`src/rtl/ram8_pkg.sv`:
```
`default_nettype none
// ============================================================================
//  Module      : ram8_pkg
//  Description : Shared types and defaults for the 8-word RAM copy/fill engine.
//  Revision    : 1.0  initial release
// ============================================================================
package ram8_pkg;

    // Size of the addressed RAM in words; the address width follows from it
    localparam int MAX_WORDS      = 8;
    localparam int ADDR_W_DEFAULT = $clog2(MAX_WORDS);
    localparam int DATA_W_DEFAULT = 16;

    // Engine states
    typedef enum logic [2:0] {
        ST_IDLE  = 3'd0,
        ST_READ  = 3'd1,
        ST_WRITE = 3'd2,
        ST_FILL  = 3'd3,
        ST_DONE  = 3'd4
    } state_t;

endpackage
`default_nettype wire

```
`src/rtl/ram8_copier.sv`:
```
`default_nettype none
// ============================================================================
//  Module      : ram8_copier
//  Description : Copies or fills up to 2**ADDR_W words of a small RAM with
//                address wrap-around. Copy alternates READ/WRITE per word,
//                fill writes one word per cycle. RAM-side outputs are decoded
//                purely from registered state so there is no path from start
//                or ram_out to the RAM controls.
//  Revision    : 1.0  initial release
// ============================================================================
module ram8_copier
    import ram8_pkg::*;
#(
    parameter int DATA_W = DATA_W_DEFAULT,
    parameter int ADDR_W = ADDR_W_DEFAULT
) (
    input  logic              clock,
    input  logic              reset_n,
    input  logic              start,
    input  logic              op,
    input  logic [ADDR_W-1:0] src_addr,
    input  logic [ADDR_W-1:0] dst_addr,
    input  logic [ADDR_W:0]   length,
    input  logic [DATA_W-1:0] fill_value,
    output logic              busy,
    output logic              done,
    output logic [ADDR_W-1:0] ram_address,
    output logic [DATA_W-1:0] ram_in,
    output logic              ram_load,
    input  logic [DATA_W-1:0] ram_out
);

    // Largest word count the RAM can hold; longer requests saturate to it
    localparam logic [ADDR_W:0] C_MAX_LEN = {1'b1, {ADDR_W{1'b0}}};
    localparam logic [ADDR_W:0] C_ONE     = {{ADDR_W{1'b0}}, 1'b1};

    state_t            state_q, state_d;
    logic [ADDR_W:0]   i_q, i_d;
    logic [ADDR_W:0]   len_q, len_d;
    logic [ADDR_W-1:0] src_q, src_d;
    logic [ADDR_W-1:0] dst_q, dst_d;
    logic [DATA_W-1:0] fill_q, fill_d;
    logic [DATA_W-1:0] data_q, data_d;

    logic [ADDR_W:0]   eff_len;
    logic [ADDR_W:0]   i_inc;

    assign eff_len = (length > C_MAX_LEN) ? C_MAX_LEN : length;
    assign i_inc   = i_q + C_ONE;

    // RAM-side outputs and status decoded from registered state only
    always_comb begin
        busy        = 1'b0;
        done        = 1'b0;
        ram_load    = 1'b0;
        ram_address = '0;
        ram_in      = '0;
        case (state_q)
            ST_READ: begin
                busy        = 1'b1;
                ram_address = src_q + i_q[ADDR_W-1:0];
            end
            ST_WRITE: begin
                busy        = 1'b1;
                ram_load    = 1'b1;
                ram_address = dst_q + i_q[ADDR_W-1:0];
                ram_in      = data_q;
            end
            ST_FILL: begin
                busy        = 1'b1;
                ram_load    = 1'b1;
                ram_address = dst_q + i_q[ADDR_W-1:0];
                ram_in      = fill_q;
            end
            ST_DONE: begin
                done = 1'b1;
            end
            default: begin
                busy = 1'b0;
            end
        endcase
    end

    // Next-state logic: request capture, word stepping and completion
    always_comb begin
        state_d = state_q;
        i_d     = i_q;
        len_d   = len_q;
        src_d   = src_q;
        dst_d   = dst_q;
        fill_d  = fill_q;
        data_d  = data_q;
        case (state_q)
            ST_IDLE: begin
                if (start) begin
                    src_d  = src_addr;
                    dst_d  = dst_addr;
                    len_d  = eff_len;
                    fill_d = fill_value;
                    i_d    = '0;
                    if (eff_len == '0) begin
                        state_d = ST_DONE;
                    end else if (op) begin
                        state_d = ST_FILL;
                    end else begin
                        state_d = ST_READ;
                    end
                end
            end
            ST_READ: begin
                data_d  = ram_out;
                state_d = ST_WRITE;
            end
            ST_WRITE: begin
                i_d     = i_inc;
                state_d = (i_inc < len_q) ? ST_READ : ST_DONE;
            end
            ST_FILL: begin
                i_d     = i_inc;
                state_d = (i_inc < len_q) ? ST_FILL : ST_DONE;
            end
            ST_DONE: begin
                i_d     = '0;
                state_d = ST_IDLE;
            end
            default: begin
                state_d = ST_IDLE;
            end
        endcase
    end

    // State registers with asynchronous active-low clear
    always_ff @(posedge clock or negedge reset_n) begin
        if (!reset_n) begin
            state_q <= ST_IDLE;
            i_q     <= '0;
            len_q   <= '0;
            src_q   <= '0;
            dst_q   <= '0;
            fill_q  <= '0;
            data_q  <= '0;
        end else begin
            state_q <= state_d;
            i_q     <= i_d;
            len_q   <= len_d;
            src_q   <= src_d;
            dst_q   <= dst_d;
            fill_q  <= fill_d;
            data_q  <= data_d;
        end
    end

endmodule
`default_nettype wire

```
`config.mk`:
```
export PLATFORM = sky130hd
export DESIGN_NAME = ram8_copier
export DESIGN_NICKNAME = d
export VERILOG_FILES = /design/src/rtl/ram8_pkg.sv /design/src/rtl/ram8_copier.sv
export SDC_FILE = /design/constraint.sdc
export NUM_CORES = 1
export LEC_CHECK = 0
export ABC_AREA = 1
export BUFFER_PORTS_ARGS = -buffer_cell sky130_fd_sc_hd__buf_2
export CAP_MARGIN = 5
export CORE_MARGIN = 5
export CORE_UTILIZATION = 47
export DETAILED_ROUTE_END_ITERATION = 8
export PLACE_DENSITY = 0.8
export SLEW_MARGIN = 30
export SYNTH_ARGS = -nofsm -noshare
export SYNTH_HDL_FRONTEND = slang
export SYNTH_SLANG_ARGS = --single-unit
```
`constraint.sdc`:
```
create_clock -name clock -period 2.4 [get_ports clock]
set_input_delay 0.48 -clock clock [delete_from_list [all_inputs] [get_ports clock]]
set_output_delay 0.48 -clock clock [all_outputs]
set_load 0.005 [all_outputs]
```
======== Word-level counts from Yosys, hierarchy flattened ========
Index checks and enable logic that the tools add are counted.
storage, ports and cells
  bits in registers ....................... 49
  latch bits .............................. 0
  bits in writable memories ............... 0
  ROM bits ................................ 0
  output and inout bits ................... 22
  memories ................................ 0
operators by class
  $add $sub $neg .......................... 3
  multipliers ............................. 0
  divide/modulo/power cells ............... 0
  $lt $le $gt $ge ......................... 2
  eq/ne operators ......................... 5
  shifts and indexed selects .............. 0
  mux-type cells .......................... 14
  bitwise gates (word level) .............. 0
  reductions and logical operators ........ 7
operator list
  kind                   count
  $pmux W16 S2           1
  $mux W3                4
  $pmux W3 S4            1
  $pmux W4 S3            1
  $mux W4                2
  $add A3 B3 Y3          2
  $eq A3 B2 Y1 const B   2
  $pmux W3 S2            1
  $add A4 B1 Y4 const B  1
  $gt A4 B4 Y1 const B   1
  $logic_not A4 Y1       1
  $lt A4 B4 Y1           1
  $reduce_and A2 Y1      2
  $eq A3 B1 Y1 const B   1
  $eq A3 B3 Y1 const B   1
  $logic_not A3 Y1       1
  $mux W1                3
  $reduce_bool A3 Y1     1
  $reduce_or A3 Y1       1
  $mux W2                1
  $ne A2 B2 Y1 const B   1
  $reduce_or A2 Y1       1

======== Logic depth before layout (Yosys ltp) ========
Gate-level depths: netlist of run 1.
  word-level depth ........................ 6
  depth in mapped cells ................... 10

======== Least setup slack after synthesis of run 1 ========
OpenSTA, ideal clock, no wires.
  path kind ............................... register to output
  from .................................... register state_q[1]
  to ...................................... output ram_address[2]
  arrival ................................. 1.855 ns
  data required time ...................... 1.920 ns
  path slack .............................. 0.065 ns
  stages on the path, launching flop included .. 11
  buffers on the path ..................... 1
  path through ............................ dfrtp_1 inv_2 nor2_4 buf_2 nand2_1 nand2_1 ha_1 fa_1 xor2_1 o21ai_0 a21oi_1
on the way
  cells in the longest elaborated chain, start to end .. 3
  elaborated cells on any way between the ends .. 5
RTL lines
  what                               RTL line            RTL
  start, declared                    ram8_copier.sv:37   state_t state_q, state_d;
  start signal, assigned             ram8_copier.sv:143  state_q <= state_d;
  $eq A3 B2 Y1                       ram8_copier.sv:58   case (state_q)
  $reduce_or A2 Y1 (no source line)  --
  $pmux W3 S2 *                      ram8_copier.sv:58
  end, declared                      ram8_copier.sv:27   output logic [ADDR_W-1:0] ram_address,
Mark *: on every way between the ends. The rest lies on a longest branch, timed or not.

======== Final worst setup path of run 1 ========
Same ends and word-level chain as after synthesis.

==> results of run 1 <==
[flip-flops by register name, summed over array words and instances (netlist names)]
| name | flops |
|---|---|
| fill_q | 16 |
| state_q | 3 |
| src_q | 3 |
| dst_q | 3 |
| data_q | 16 |
| i_q | 4 |
| len_q | 4 |
[cell usage after synthesis]
cell type / count / area share, %
nand2_1: 178 / 27
dfrtp_1: 49 / 50
nand3_1: 23 / 4.7
inv_1: 14 / 2.2
nor2_1: 8 / 1.2
o21ai_0: 6 / 1.2
a21oi_1: 5 / 1.0
ha_1: 5 / 2.6
inv_2: 5 / 0.77
buf_6: 4 / 1.9
buf_2: 3 / 0.62
buf_4: 3 / 0.93
nor2_4: 2 / 0.93
nor3_4: 2 / 1.3
xnor2_1: 2 / 0.72
buf_1: 1 / 0.15
fa_1: 1 / 0.82
nand2_2: 1 / 0.26
nor2_2: 1 / 0.26
o21ai_1: 1 / 0.21
xor2_1: 1 / 0.36
[final cells by class]
cell class | instances | area [um^2]
clock buffers | 6 | 82.6
clock inverters | 2 | 17.5
fillers | 486 | 2110
inverters | 19 | 71.3
multi-input cells | 236 | 1060
flip-flops and latches | 49 | 1230
well taps | 70 | 87.6
repair buffers | 78 | 418
[worst max-delay path, cell delays in order, from the launching register on]
cell     delay, ps
dfrtp_1        430
inv_2           90
nor2_4          40
nand2_1         50
nand2_1         50
ha_2           170
fa_2           350
xor2_2         150
o21ai_1         70
a21oi_1        120
buf_2          120
[power groups by stage]
stage                     logic [mW]  clock network (mW)  registers (mW)
after global routing            2.02               0.575            1.49
after CTS                       1.77               0.542            1.44
final                           1.75               0.526            1.44
after global placement          1.67                   0            1.44
after detailed placement        1.73                   0            1.45
after floorplan                 1.22                   0            1.41
[cell families after synthesis]
kind of cell	count (synthesis)	synth area share [%]
fa+ha+maj	6	3.39
compound gates	12	2.47
flops	49	50.4
buf+inv	30	6.48
simple gates	215	36.2
xor+xnor	3	1.08
[per-layer routing]
layer | up-vias | GRT usage [%] | routed length [um]
met5 | - | 0 | 0
met4 | 0 | 6.31 | 96
met3 | 14 | 5.04 | 364
met2 | 70 | 32.7 | 2930
met1 | 973 | 22.3 | 2480
li1 | 1111 | - | -
[timing repair]
| action | in CTS | in global routing |
|---|---|---|
| setup endpoints to repair | 2 | 2 |
| gates resized for setup | 4 | 1 |
| endpoints found under the hold margin | 0 | 0 |
| buffers inserted | 3 | 0 |
| pin swaps | 1 | 1 |
[metrics by stage]
step | hold WS (ps) | setup TNS [ps] | power [mW] | utilization, %
5_1_grt | 51.9 | -204 | 4.08 | 58.5
3_5_place_dp | 378 | 0 | 3.18 | 55.8
6_report | 47.3 | -12.8 | 3.72 | 58.5
2_1_floorplan | 184 | 0 | 2.63 | -
3_3_place_gp | 373 | 0 | 3.11 | 55.8
4_1_cts | 46.7 | -68.3 | 3.75 | 58.3
[worst paths after layout]
path	startpoint	endpoint	slack (ps)	cells after the start
worst max-delay path	state_q[1]	ram_address[2]	-10	10
worst min-delay path	reset_n	fill_q[14]	50	1
worst max register to register	state_q[1]	src_q[1]	590	7
worst min register to register	data_q[9]	data_q[9]	480	2
max in group asynchronous	reset_n	data_q[12]	1570	2
min in group clock	ram_out[0]	data_q[0]	360	3
==> summary.md, run 1 <==
| Metric | Value |
|---|---|
| Sequential share of the synthesized area | `50.4%` |
| Unrepaired setup endpoints after global routing | `true` |
| Post-Syn Area | `2430 um^2` |
| VDD IR-drop max | `0.570 mV` |
| Slew margin rel. | `67.3%` |
| Vias per cell | `~4.7` |
| Max-slew violations | `0` |
| CP Capture Type | `output pin` |
| CTS sink cnt | `49` |
| Highest-count cells in the layout ignoring fill and taps | `177 x nand2_1, 67 x buf_2, 49 x dfrtp_1` |
| Most common cell after layout, fill and taps aside | `nand2_1` |
| Area Overhead vs Synth | `22.0%` |
| Cells after DPL | `between 400 and 500` |
| Fin nets | `around 440` |
| Clock power frac | `between 10% and 20%` |
| Minimum clock period | `2410 ps` |
| DRT Pass-1 Iters | `4` |
| Leakage | `1.75 nW` |
| Antenna violations before repair | `0` |
| Die area | `6720 um^2` |
| Avg WL per Cell | `12.7 um` |
| Hold WC Path Type | `input port to async pin` |
| Total GRT Usage | `18.8%` |
| Tcrit/Tclk final | `101%` |
| Dpl ws | `78.4 ps` |
| Synth warn | `0` |
| P_int | `2.12 mW` |
| Total CTS buffers | `5` |
| Die height | `82.0 um` |
| Vias in the first global route | `2156` |
| Clock transition at the registers of the reported paths | `about 90 ps` |
| Data arrival time of the worst path | `1930 ps` |
| Initial detailed-routing violation count | `101` |
| Worst-path maximum fanout | `4` |
| Unique masters post-synth | `21` |
| Worst-Margin Slew | `491 ps` |
| # IOs | `68` |
| Starting Density | `a little under half` |
| Fmax | `414 MHz` |
| Post-Route Skew | `10.6 ps` |
| Buffers on Ports | `67` |
| Critical path class | `register to output pin` |
| Clock Tree Buf Depth | `2` |
| Hpwl dp | `4.21 mm` |
| Psw | `1.59 mW` |
| CTS hold repair buffers | `0` |
| Violated checks | `setup timing` |
| Share of cells above drive strength 1 | `between 20% and 30%` |
| Final hold vios | `0` |
| #FFs+latches synth | `49` |
| Layout Cells excl Fill | `460` |
| Routed Antenna Nets | `0` |
| Area of all placed cells without fillers | `2970 um^2` |
| TritonCTS clock tree | `done` |
| CP Launch Type | `register` |
| H-tree depth | `2` |
| DRC | `0` |
| First-pass GRT wire length | `9.56 mm` |
| Combinational fraction of design power | `47.0%` |
| Row cnt | `26` |
| Chip Width | `between 80 and 90 um` |
| Inserted Diodes | `0` |
| Max-cap violations | `0` |
| Total grt overflow | `0` |
| Sequential share of power | `38.8%` |
| Clk Latency, worst-skew pair | `310 ps` |
| Routed vias | `2168` |
| Final wirelength | `5.86 mm` |
| Root Driver | `clkbuf_8` |
| Placed cell areas | `2830 um^2` |
| Worst setup margin | `-12.8 ps` |
| Mapped Cells | `between 300 and 400` |
| Post-Syn Nets | `approximately 370` |
| Avg Cell Area, Syn | `7.73 um^2` |
| Routability cong. | `0.849` |
| Crit path required time | `1920 ps` |
| Pwr Density | `1250 nW/um^2` |
| Core box area | `5070 um^2` |
| Setup Viol. Count Final | `1` |
| Sw Share | `a little over two fifths` |
| Largest net degree at the start of global routing | `40` |
| Status | `complete, but fails checks` |
No activity file was read; power rests on OpenSTA's default activity.
==> run 2: changes to the inputs <==
--- a/config.mk
+++ b/config.mk
@@ -10,6 +10,8 @@
 export CAP_MARGIN = 5
 export CORE_MARGIN = 5
 export CORE_UTILIZATION = 47
+export CTS_BUF_LIST = sky130_fd_sc_hd__clkbuf_16
+export CTS_CLUSTER_SIZE = 14
 export DETAILED_ROUTE_END_ITERATION = 8
 export PLACE_DENSITY = 0.8
 export SLEW_MARGIN = 30
==> run 2 against run 1 <==
Effect of this change:
- maximum frequency increased by 0.46%
- the flow still finishes with violations (setup timing)
- largest power group unchanged
- cell count rose by 0.22%
- highest routed layer unchanged
- power is 5.0% higher
- critical path type unchanged
- non-clock buffer count is 1 higher
- critical endpoint unchanged
- largest cell class unchanged
==> summary.md, run 2 (same netlist as run 1, synthesis figures left out) <==
| Metric | Value |
|---|---|
| Status | `complete, but fails checks` |
| Violated checks | `setup timing` |
| M3 GR Usage | `between 4 and 5%` |
| Most common cell after layout, fill and taps aside | `nand2_1` |
| Minimum clock period | `2400 ps` |
| Tcrit/Tclk final | `100%` |
| Reg2reg path depth | `7` |
| Setup TNS | `-1.65 ps` |
| TritonCTS clock tree | `done` |
| Largest net degree at the start of global routing | `40` |
| Antenna violations before repair | `0` |
| Core box area | `5070 um^2` |
| Fmax | `about 420 MHz` |
| Routed Antenna Nets | `0` |
| Initial detailed-routing violation count | `84` |
| Power, Total | `3.90 mW` |
| Root Driver | `clkbuf_16` |
| # IOs | `68` |
| Die height | `82.0 um` |
| Slowest cell on the critical path | `dfrtp_1` |
| Max-cap violations | `0` |
| Top Registers | `data_q: 16 flops, fill_q: 16 flops` |
| Highest-count cells in the layout ignoring fill and taps | `177 x nand2_1, 67 x buf_2, 49 x dfrtp_1` |
| Final hold vios | `0` |
| Max-slew violations | `0` |
| Worst-Margin Slew | `486 ps` |
| Critical path cell sequence | `inv_2 -> nand2_2 -> nand2_1 -> nand2_1 -> ha_2 -> fa_2 -> xor2_2 -> o21ai_1 -> a21oi_1 -> buf_2` |
| Data arrival time of the worst path | `between 1500 and 2000 ps` |
| Clock Tree Buf Depth | `2` |
| Dpl ws | `between 70 and 80 ps` |
| CTS hold repair buffers | `0` |
| Hpwl dp | `4.21 mm` |
| Total GRT Usage | `roughly a fifth` |
| Leakage | `1.77 nW` |
| CP Capture Type | `output pin` |
| VDD IR-drop max | `approximately 0.7 mV` |
| Vias per cell | `4.74` |
| Starting Density | `48.0%` |
| Worst-path maximum fanout | `5` |
| First-pass GRT wire length | `9.72 mm` |
| Vias in the first global route | `2189` |
| Setup Viol. Count Final | `1` |
| Critical path class | `register to output pin` |
| Total grt overflow | `0` |
| Hold WC Path Type | `input port to async pin` |
| Routed vias | `2186` |
| Area Overhead vs Synth | `24.2%` |
| Total CTS buffers | `5` |
| Cells after DPL | `449` |
| WHS | `around 67 ps` |
| Worst path most repeated cell | `nand2_1` |
| Fin nets | `442` |
| Inserted Diodes | `0` |
| DRC | `0` |
| Grt met2 use | `33.2%` |
| Crit path required time | `~1900 ps` |
| Final wirelength | `5.97 mm` |
| Pwr Density | `1290 nW/um^2` |
| Clock transition at the registers of the reported paths | `60 ps` |
| GR peak layer | `met2` |
| Unrepaired setup endpoints after global routing | `true` |
| Buffers on Ports | `67` |
| CTS sink cnt | `49` |
| H-tree depth | `2` |
| Clk Latency, worst-skew pair | `290 ps` |
| DRT Pass-1 Iters | `4` |
| CP Launch Type | `register` |
| Share of cells above drive strength 1 | `25.8%` |
| Largest stage delay on the critical path | `between 300 and 400 ps` |
| Die area | `between 6000 and 7000 um^2` |
| Row cnt | `26` |
| Routability cong. | `0.849` |
| Worst setup margin | `-1.65 ps` |
| Grt met1 use | `22.9%` |
| Post-Route Skew | `4.94 ps` |
| Layout Cells excl Fill | `461` |
| Fill count | `481` |
| Slew margin rel. | `67.5%` |
| Chip Width | `82.0 um` |
| Avg WL per Cell | `13.0 um` |
## run 2: cell types whose count changed in the layout (fill, tap and decap cells not counted), sizes merged
cell / delta
buf: +1
clkbuf: -1
clkinv: +1
## run 2: final cells by class
cell class                      instances  area [um^2]  area share, %
Clock inverter                          3         21.3          0.704
Clock buffer                            5          125           4.14
Tap cell                               70         87.6           2.90
Inverter                               19         71.3           2.36
Timing Repair Buffer                   79          425           14.1
Sequential cell                        49         1230           40.6
Multi-Input combinational cell        236         1060           35.2
## run 2: worst paths after layout
| path | from | to | slack [ps] |
|---|---|---|---|
| worst max-delay path | state_q[2] | ram_address[2] | -2 |
| worst min-delay path | reset_n | len_q[1] | 70 |
| worst max register to register | state_q[1] | src_q[1] | 600 |
| worst min register to register | fill_q[0] | fill_q[0] | 470 |
| max in group asynchronous | reset_n | dst_q[1] | 1550 |
| min in group clock | fill_value[5] | fill_q[5] | 380 |
## run 2: report_power, final
| part | total [mW] | internal, mW | leakage [nW] | switching [mW] |
|---|---|---|---|---|
| Sequential | 1.45 | 1.22 | 0.612 | 0.233 |
| Combinational | 1.75 | 0.676 | 1.09 | 1.08 |
| Clock | 0.699 | 0.388 | 0.0718 | 0.310 |
## run 2: timing repair
| action | CTS | global route |
|---|---|---|
| gates resized for setup | 4 | 1 |
| endpoints found under the setup margin | 2 | 2 |
| setup buffers | 3 | 1 |
| pin swaps | 1 | 1 |
## run 2: per-stage QoR
stage	cell area, um^2	util [%]
6_report	3020	59.5
5_1_grt	3020	59.5
4_1_cts	3010	59.2
2_1_floorplan	2430	-
3_5_place_dp	2830	55.8
3_3_place_gp	2830	55.8
## run 2: per-layer routing
| layer | vias up | routed length [um] |
|---|---|---|
| met3 | 9 | 372 |
| met1 | 995 | 2570 |
| met2 | 68 | 2940 |
| met5 | - | 0 |
| met4 | 0 | 91 |
| li1 | 1114 | - |
## run 2: worst max-delay path: cells and delay by family, from the launching register on
family	cells	cell delay, ps
adders and majority gates	2	520
AOI/OAI and AO/OA	2	190
buffers and inverters	2	190
DFF	1	390
xor gates and xnor gates	1	150
and+or+nand+nor	3	200
